File: src/rtl/hybrid_tree_pkg.sv
`default_nettype none
// +------------------------------------------------------------------+
// | hybrid_tree_pkg: shared types and helpers for hybrid-tree heap    |
// | Revision: 1.0                                                     |
// +------------------------------------------------------------------+
package hybrid_tree_pkg;

  typedef enum logic [1:0] {
    LVL_INIT = 2'd0,
    LVL_IDLE = 2'd1,
    LVL_CMP  = 2'd2,
    LVL_DN   = 2'd3
  } lvl_state_e;

  // All-ones key of the requested width, right-aligned in 64 bits.
  function automatic logic [63:0] sentinel_key(input int width);
    return {64{1'b1}} >> (64 - width);
  endfunction

  // Parent index width for a level; level 1 has a single parent but keeps one bit.
  function automatic int idx_w(input int level);
    return (level > 1) ? level - 1 : 1;
  endfunction

endpackage
`default_nettype wire

File: src/rtl/heap_min3.sv
`default_nettype none
// +------------------------------------------------------------------+
// | heap_min3: min of {key, c0, c1}; key wins ties, c0 beats c1       |
// | Revision: 1.0                                                     |
// +------------------------------------------------------------------+
module heap_min3 #(
  parameter int KEY_W = 16
) (
  input  logic [KEY_W-1:0] key,
  input  logic [KEY_W-1:0] c0,
  input  logic [KEY_W-1:0] c1,
  output logic [KEY_W-1:0] min_key,
  output logic             swap,
  output logic             sel
);

  logic [KEY_W-1:0] child_min;

  always_comb begin
    sel       = (c1 < c0);
    child_min = sel ? c1 : c0;
    swap      = (key > child_min);
    min_key   = swap ? child_min : key;
  end

endmodule
`default_nettype wire

File: src/rtl/heap_level_engine.sv
`default_nettype none
// +------------------------------------------------------------------+
// | heap_level_engine: sift-down step for one BRAM-resident heap level|
// | Revision: 1.0                                                     |
// +------------------------------------------------------------------+
module heap_level_engine
  import hybrid_tree_pkg::*;
#(
  parameter int KEY_W = 16,
  parameter int LEVEL = 10,
  localparam int IDX_W = idx_w(LEVEL)
) (
  input  logic             clk,
  input  logic             rst,
  input  logic             in_valid,
  output logic             in_ready,
  input  logic [IDX_W-1:0] in_idx,
  input  logic [KEY_W-1:0] in_key,
  output logic             up_valid,
  output logic [KEY_W-1:0] up_key,
  output logic             dn_valid,
  input  logic             dn_ready,
  output logic [LEVEL-1:0] dn_idx,
  output logic [KEY_W-1:0] dn_key,
  output logic             init_busy,
  output logic             ram_ena,
  output logic             ram_wea,
  output logic [31:0]      ram_addra,
  output logic [KEY_W-1:0] ram_dia,
  input  logic [KEY_W-1:0] ram_doa,
  output logic             ram_enb,
  output logic             ram_web,
  output logic [31:0]      ram_addrb,
  output logic [KEY_W-1:0] ram_dib,
  input  logic [KEY_W-1:0] ram_dob
);

  localparam int DEPTH = 2 ** LEVEL;
  localparam logic [63:0]      SENT_FULL = sentinel_key(KEY_W);
  localparam logic [KEY_W-1:0] SENTINEL  = SENT_FULL[KEY_W-1:0];
  localparam logic [IDX_W-1:0] INIT_LAST = IDX_W'(DEPTH / 2 - 1);

  localparam logic [1:0] ST_INIT = LVL_INIT;
  localparam logic [1:0] ST_IDLE = LVL_IDLE;
  localparam logic [1:0] ST_CMP  = LVL_CMP;
  localparam logic [1:0] ST_DN   = LVL_DN;

  logic [1:0]       state_q, state_d;
  logic [IDX_W-1:0] init_cnt_q, init_cnt_d;
  logic [IDX_W-1:0] idx_q, idx_d;
  logic [KEY_W-1:0] key_q, key_d;
  logic             up_valid_q, up_valid_d;
  logic [KEY_W-1:0] up_key_q, up_key_d;
  logic             dn_valid_q, dn_valid_d;
  logic [LEVEL-1:0] dn_idx_q, dn_idx_d;
  logic [KEY_W-1:0] dn_key_q, dn_key_d;

  logic [KEY_W-1:0] min_key;
  logic             min_swap;
  logic             min_sel;

  heap_min3 #(.KEY_W(KEY_W)) u_min3 (
    .key     (key_q),
    .c0      (ram_doa),
    .c1      (ram_dob),
    .min_key (min_key),
    .swap    (min_swap),
    .sel     (min_sel)
  );

  assign in_ready  = (state_q == ST_IDLE);
  assign init_busy = (state_q == ST_INIT);
  assign up_valid  = up_valid_q;
  assign up_key    = up_key_q;
  assign dn_valid  = dn_valid_q;
  assign dn_idx    = dn_idx_q;
  assign dn_key    = dn_key_q;

  always_comb begin
    state_d    = state_q;
    init_cnt_d = init_cnt_q;
    idx_d      = idx_q;
    key_d      = key_q;
    up_valid_d = 1'b0;
    up_key_d   = up_key_q;
    dn_valid_d = dn_valid_q;
    dn_idx_d   = dn_idx_q;
    dn_key_d   = dn_key_q;
    ram_ena    = 1'b0;
    ram_wea    = 1'b0;
    ram_addra  = '0;
    ram_dia    = '0;
    ram_enb    = 1'b0;
    ram_web    = 1'b0;
    ram_addrb  = '0;
    ram_dib    = '0;

    case (state_q)
      ST_INIT: begin
        ram_ena   = 1'b1;
        ram_wea   = 1'b1;
        ram_addra = {31'(init_cnt_q), 1'b0};
        ram_dia   = SENTINEL;
        ram_enb   = 1'b1;
        ram_web   = 1'b1;
        ram_addrb = {31'(init_cnt_q), 1'b1};
        ram_dib   = SENTINEL;
        if (init_cnt_q == INIT_LAST) begin
          state_d = ST_IDLE;
        end else begin
          init_cnt_d = init_cnt_q + IDX_W'(1);
        end
      end
      ST_IDLE: begin
        if (in_valid) begin
          key_d     = in_key;
          idx_d     = in_idx;
          ram_ena   = 1'b1;
          ram_addra = {31'(in_idx), 1'b0};
          ram_enb   = 1'b1;
          ram_addrb = {31'(in_idx), 1'b1};
          state_d   = ST_CMP;
        end
      end
      ST_CMP: begin
        up_valid_d = 1'b1;
        up_key_d   = min_key;
        if (min_swap) begin
          // The displaced key overwrites the winning child through its own port.
          if (min_sel) begin
            ram_enb   = 1'b1;
            ram_web   = 1'b1;
            ram_addrb = {31'(idx_q), 1'b1};
            ram_dib   = key_q;
          end else begin
            ram_ena   = 1'b1;
            ram_wea   = 1'b1;
            ram_addra = {31'(idx_q), 1'b0};
            ram_dia   = key_q;
          end
          dn_valid_d = 1'b1;
          dn_idx_d   = LEVEL'({idx_q, min_sel});
          dn_key_d   = key_q;
          state_d    = ST_DN;
        end else begin
          state_d = ST_IDLE;
        end
      end
      ST_DN: begin
        if (dn_ready) begin
          dn_valid_d = 1'b0;
          state_d    = ST_IDLE;
        end
      end
      default: state_d = ST_INIT;
    endcase

    // Keep the RAM quiet while reset is held so nothing is written before INIT starts.
    if (rst) begin
      ram_ena = 1'b0;
      ram_wea = 1'b0;
      ram_enb = 1'b0;
      ram_web = 1'b0;
    end
  end

  always_ff @(posedge clk or posedge rst) begin
    if (rst) begin
      state_q    <= ST_INIT;
      init_cnt_q <= '0;
      idx_q      <= '0;
      key_q      <= '0;
      up_valid_q <= 1'b0;
      up_key_q   <= '0;
      dn_valid_q <= 1'b0;
      dn_idx_q   <= '0;
      dn_key_q   <= '0;
    end else begin
      state_q    <= state_d;
      init_cnt_q <= init_cnt_d;
      idx_q      <= idx_d;
      key_q      <= key_d;
      up_valid_q <= up_valid_d;
      up_key_q   <= up_key_d;
      dn_valid_q <= dn_valid_d;
      dn_idx_q   <= dn_idx_d;
      dn_key_q   <= dn_key_d;
    end
  end

endmodule
`default_nettype wire
File: config.mk
export PLATFORM = sky130hd
export DESIGN_NAME = heap_level_engine
export DESIGN_NICKNAME = d
export VERILOG_FILES = /design/src/rtl/hybrid_tree_pkg.sv /design/src/rtl/heap_min3.sv /design/src/rtl/heap_level_engine.sv
export SDC_FILE = /design/constraint.sdc
export NUM_CORES = 1
export LEC_CHECK = 0
export ABC_AREA = 0
export CORE_MARGIN = 1.5
export CORE_UTILIZATION = 40
export CTS_CLUSTER_DIAMETER = 100
export CTS_CLUSTER_SIZE = 24
export DETAILED_ROUTE_END_ITERATION = 10
export PLACE_DENSITY_LB_ADDON = 0.1
export SLEW_MARGIN = 20
export SYNTH_ARGS = -nofsm -noshare
export SYNTH_HDL_FRONTEND = slang
export SYNTH_HIERARCHICAL = 1
export SYNTH_SLANG_ARGS = --single-unit
File: constraint.sdc
create_clock -name clk -period 7.8 [get_ports clk]
set_clock_uncertainty 0.2 [all_clocks]
set_input_delay 1.17 -clock clk [delete_from_list [all_inputs] [get_ports clk]]
set_output_delay 1.17 -clock clk [all_outputs]
set_load 0.01 [all_outputs]
=== Yosys cells after proc, flatten, opt, wreduce, memory -nomap -nowiden ===
Cells that the tools add are included.

* Register bits after elaboration: 80
* Logic and storage cells: 66
* Output and inout port bits: 146
* Bits of input ports: 61

* Reduce and logical (&&, ||, !) cells: 7
* Add/sub/neg operators: 1
* Bitwise logic cells: 1
* Multiplexer cells: 38
* Equality and inequality tests: 8
* $lt $le $gt $ge: 2

{| class="wikitable"
|+ Operators by type and width
! kind !! count
|-
| $mux 16 || 6
|-
| $pmux 16 s2 || 2
|-
| $mux 10 || 6
|-
| $pmux 10 s3 || 2
|-
| $gt 16x16->1 || 1
|-
| $lt 16x16->1 || 1
|-
| $mux 1 || 12
|-
| $add 9x1->9 const B || 1
|-
| $eq 9x9->1 const B || 1
|-
| $mux 2 || 4
|-
| $pmux 2 s4 || 1
|-
| $ne 2x2->1 const B || 3
|-
| $pmux 1 s2 || 3
|-
| $pmux 1 s3 || 2
|-
| $reduce_and 2->1 || 3
|-
| $reduce_and 3->1 || 2
|-
| $eq 2x2->1 const B || 2
|-
| $eq 2x1->1 const B || 1
|-
| $logic_not 2->1 || 1
|-
| $ne 2x1->1 const B || 1
|-
| $reduce_bool 2->1 || 1
|-
| $not 1->1 || 1
|}

=== Depth between registers and ports, before layout ===
* Depth after elaboration: 6
* Gate-level depth with buffers: 22
* Mapped depth without buffers: 17

=== By module ===
The synthesis kept the hierarchy.

{| class="wikitable"
|+ Modules (own cells, without submodules)
! module !! sequential area each (µm²) !! instances !! cells each !! area each (µm²)
|-
| heap_level_engine || 2001.9 || 1 || 349 || 4201.5
|-
| heap_min3 || 0.0 || 1 || 146 || 1153.6
|}

=== Worst setup path before layout ===
OpenSTA, ideal clock, no wires.

* Path kind: input to output
* From: input ram_doa[14]
* To: output ram_dib[0]
* Slack: 1.326 ns
* Required time: 6.430 ns
* Buffers on the path: 5
* Arrival: 5.104 ns
* Stages: 21
* Cells stage by stage: inv_1 -> ha_1 -> nand4_1 -> nor3_2 -> or4b_4 -> nand3_4 -> buf_12 -> mux2i_1 -> ha_1 -> nor2b_1 -> o211ai_1 -> a21oi_1 -> o31a_1 -> o31ai_1 -> buf_2 -> buf_4 -> inv_1 -> and3_1 -> buf_6 -> buf_4 -> a21o_1

* Word-level cells in the longest chain between the ends: 5
* Elaborated cells on any way between the ends: 6
* Classes of those cells: order compare (2); mux (4)

{| class="wikitable"
|+ RTL lines
! what !! RTL line !! source
|-
| from (decl) || heap_level_engine.sv:30 || <nowiki>input logic [KEY_W-1:0] ram_doa,</nowiki>
|-
| $lt 16x16->1 || heap_min3.sv:20 || <nowiki>sel = (c1 < c0);</nowiki>
|-
| $mux 16 * || heap_min3.sv:21 || <nowiki>child_min = sel ? c1 : c0;</nowiki>
|-
| $gt 16x16->1 * || heap_min3.sv:22 || <nowiki>swap = (key > child_min);</nowiki>
|-
| named net min_swap || heap_level_engine.sv:59 || <nowiki>logic min_swap;</nowiki>
|-
| $mux 16 * || heap_level_engine.sv:128 || <nowiki>if (min_swap) begin</nowiki>
|-
| $pmux 16 s2 * || heap_level_engine.sv:98 || <nowiki>case (state_q)</nowiki>
|-
| to (decl) || heap_level_engine.sv:34 || <nowiki>output logic [KEY_W-1:0] ram_dib,</nowiki>
|}

The timed path passes the listed nets; every way through them passes the cells marked *.

=== Worst setup path after layout ===
* From: input ram_doa[14]
* To: output ram_ena

* Word-level cells in the longest chain between the ends: 6
* Elaborated cells on any way between the ends: 7
* Classes of those cells: order compare (2); mux (5)

{| class="wikitable"
|+ RTL lines
! what !! RTL line !! source
|-
| $lt 16x16->1 || heap_min3.sv:20 ||
|-
| $mux 16 * || heap_min3.sv:21 ||
|-
| $gt 16x16->1 * || heap_min3.sv:22 ||
|-
| named net min_swap || heap_level_engine.sv:59 ||
|-
| $mux 1 * || heap_level_engine.sv:128 ||
|-
| $pmux 1 s3 * || heap_level_engine.sv:98 ||
|-
| $mux 1 * || heap_level_engine.sv:159 || <nowiki>if (rst) begin</nowiki>
|-
| to (decl) || heap_level_engine.sv:26 || <nowiki>output logic ram_ena,</nowiki>
|}

Marked as above.

==> summary.txt <==
Synthesis
  – EDFF count, synth: 0
  – Post-synthesis async set-or-reset flop share: 1.00
  – Yosys reg bits: 80
  – Synthesized cell area: 5360 µm²
  – Synth Area per Inst: 10.8 µm²
  – Distinct cell type count after synthesis: 42
  – Ys Warns: 6
  – Seq/Total Area, Yosys: 0.374
  – Synth Instances: 495
  – Ys flop type: dfrtp_1

Pwr
  – Worst vdd ir: 0.000201 V
  – PwrDens: 394 nW/µm²
  – LEAKAGE: 3.46 nW

Clock network
  – CTS Buf Count: 9
  – Hold buffer count at CTS: 0
  – CTS tree: yes
  – Max clock buf depth: 2
  – H-tree Lvls: 3
  – CTS root buffer: clkbuf_16
  – Clock slew at reported path FFs: 0.06 ns
  – Clock sink total: 80
  – Worst-Skew Late Latency: 0.33 ns
  – Post-CTS Resized: 0
  – Post-CTS Setup Inserts: 0

STA
  – Rel. slew slack: 0.286
  – Slew at the pin with the worst max-slew slack: 1.07 ns
  – WHS: 0.303 ns
  – Final min period: 7.35 ns
  – Max-slew violations: 0
  – Final hold violation count: 0
  – F_max: 0.136 GHz
  – # setup viols final: 0
  – Unrepaired setup endpoints after global routing: false
  – Period utilisation layout: 0.942
  – Sum of negative setup slack: 0 ns

Route
  – WL/cell: 16.7 µm
  – Number of nets with antenna violations after routing: 0
  – Via count: 4,096
  – First-pass DRT Iterations: 4
  – # DRC: 0
  – DRT Wirelength: 13.8 mm
  – Initial DRC Count: 148
  – Routed vias/inst: 4.96

Run
  – Max Cap Violations: 0

Worst setup path
  – CP Max Fanout: 28
  – Req. time, crit path: 6.43 ns
  – CP cell instances: clkdlybuf4s50_1, inv_1, ha_1, nand4_1, nor3_2, or4b_4, nand3_4, buf_4, mux2i_1, ha_1, nor2b_1, o211ai_1, a21oi_1, o31a_1, o31ai_4, inv_1, and3b_4, nor3_1, nor3_1, clkdlybuf4s50_1
  – Critical path's top delay family: simple AND/OR/NAND/NOR gates
  – Startpoint class of the critical path: input pin
  – Critical-path top delay cell: clkdlybuf4s50_1
  – Slowest stage delay, CP: 0.52 ns
  – Critical Setup Path Class: input pin to primary output
  – CP Data Arrival Time: 5.98 ns
  – Crit end category: primary output
  – Crit path buf inv count: 5

Floorplanning
  – Num rows: 42
  – Full die area: 14,100 µm²
  – Starting Density: 0.408
  – Die Wd: 119 µm
  – Core area: 13,100 µm²
  – Num ports: 207
  – Die Span Y: 119 µm

Global routing
  – Initial antenna violation count: 0
  – Vias in the first global route: 4,131
  – Largest net degree at the start of global routing: 81
  – GR Overflow Total: 0
  – First-pass GRT wire length: 21.8 mm
  – All-Layer GR Usage: 0.197

Finish
  – Final core occ: 0.546
  – Design Area, Final: 7170 µm²
  – Layout cell share with drive strength beyond 1: 0.158
  – Antenna diode count: 0
  – Final net count: 744
  – Non-Filler Instances: 826
  – Synthesis-to-layout area growth: 33.8%

Run status
  – Status: finished clean

Place
  – Placed cell areas: 6870 µm²
  – Dpl cells: 811
  – Port bufs: 161
  – Detailed Place HPWL: 10.1 mm
  – GPL Wtd Cong: 0.852

Hold path
  – Worst Hold Class: flop to flop
-- logic make-up (layout without fill, tap and decap cells) --
group	Yosys count	count (layout)	share of synthesized area
AOI/OAI and AO/OA	85	85	0.106
xor gates and xnor gates	7	7	0.0114
adders and majority gates	37	37	0.0864
buffers and inverters	109	220	0.128
DFF	80	80	0.374
muxes	103	103	0.222
other	1	45	0.000700
and+or+nand+nor	73	73	0.0708
-- flip-flops by register name (all words and copies together), names as in the netlist --
name        count
init_cnt_q      9
dn_valid        1
state_q         2
dn_key         16
up_valid        1
key_q          16
dn_idx         10
idx_q           9
up_key         16
-- cells in the mapped netlist (2+ instances only) --
master    instances  share of area
inv_1            39          0.027
mux2_4           19          0.053
nor3_1            5         0.0047
xor2_1            4         0.0065
nand3_1           2         0.0019
nor2_1           11         0.0077
buf_2             5         0.0047
buf_4            50          0.070
nand2_1          30          0.021
mux2i_1          33          0.062
clkbuf_1          5         0.0035
buf_6             9          0.019
dfrtp_1          80           0.37
a21oi_1          29          0.027
a22oi_1           9          0.013
ha_1             37          0.086
a21o_1           34          0.048
nor3_2            3         0.0056
nand4_1           8         0.0093
nand2b_1          2         0.0023
nor2b_1           4         0.0047
mux2_2           51           0.11
and3_1            2         0.0023
xnor2_1           3         0.0049
o21ai_0           4         0.0037
-- per-stage QoR --
stage	power [mW]	setup WS [ns]
floorplan	1.70	1.33
global placement	2.41	0.181
detailed placement	2.43	0.0232
CTS	2.86	0.00280
global route	3.02	0.145
finish	2.82	0.449
-- worst paths after layout --
check / slack [ns] / end / depth (start not counted) / start
max: 0.45 / ram_ena / 20 / ram_doa[14]
min: 0.30 / dn_key[1]$_DFFE_PP0P_ / 1 / dn_key[1]$_DFFE_PP0P_
max reg2reg: 4.61 / dn_key[2]$_DFFE_PP0P_ / 10 / key_q[5]$_DFFE_PP0P_
min reg2reg: 0.30 / dn_key[1]$_DFFE_PP0P_ / 1 / dn_key[1]$_DFFE_PP0P_
max in group asynchronous: 5.60 / dn_idx[7]$_DFFE_PP0P_ / 3 / rst
min in group asynchronous: 1.26 / init_cnt_q[5]$_DFFE_PP0P_ / 3 / rst
-- power breakdown --
part / switching (mW) / internal, mW / total [mW] / leakage [nW]
Clock: 0.161 / 0.245 / 0.405 / 0.141
Sequential: 0.210 / 0.616 / 0.826 / 0.967
Combinational: 0.669 / 0.924 / 1.59 / 2.35
Total: 1.04 / 1.78 / 2.82 / 3.46
-- cells in the final DEF, fill, tap and decap left out, types with 2 or more instances in the layout --
cell type	n
mux2_2	51
clkdlybuf4s50_1	161
clkinv_2	4
nor3_1	5
nor2b_1	4
conb_1	45
nand2_1	30
nor2_1	11
xnor2_1	3
clkbuf_16	9
nand3_1	2
a22oi_1	9
xor2_1	4
nand4_1	8
inv_1	38
nand2b_1	2
buf_4	4
nor3_2	3
a21o_1	34
mux2_4	19
ha_1	36
o21ai_0	4
mux2i_1	33
dfrtp_1	80
a21oi_1	29
-- metal layers --
layer	GRT usage	up-vias	wire length [µm]
li1	-	1926	-
met3	0.0458	14	710
met2	0.326	124	6670
met5	0	-	0
met1	0.256	2032	6170
met4	0.0580	0	197
-- cell type report --
cell class | count | area, µm²
multi-input cells | 350 | 2860
flip-flops and latches | 80 | 2000
clock buffers | 9 | 225
fillers | 1175 | 5970
repair buffers | 166 | 1650
clock inverters | 6 | 61.3
inverters | 39 | 148
well taps | 176 | 220
No activity file was read; power rests on OpenSTA's default activity.
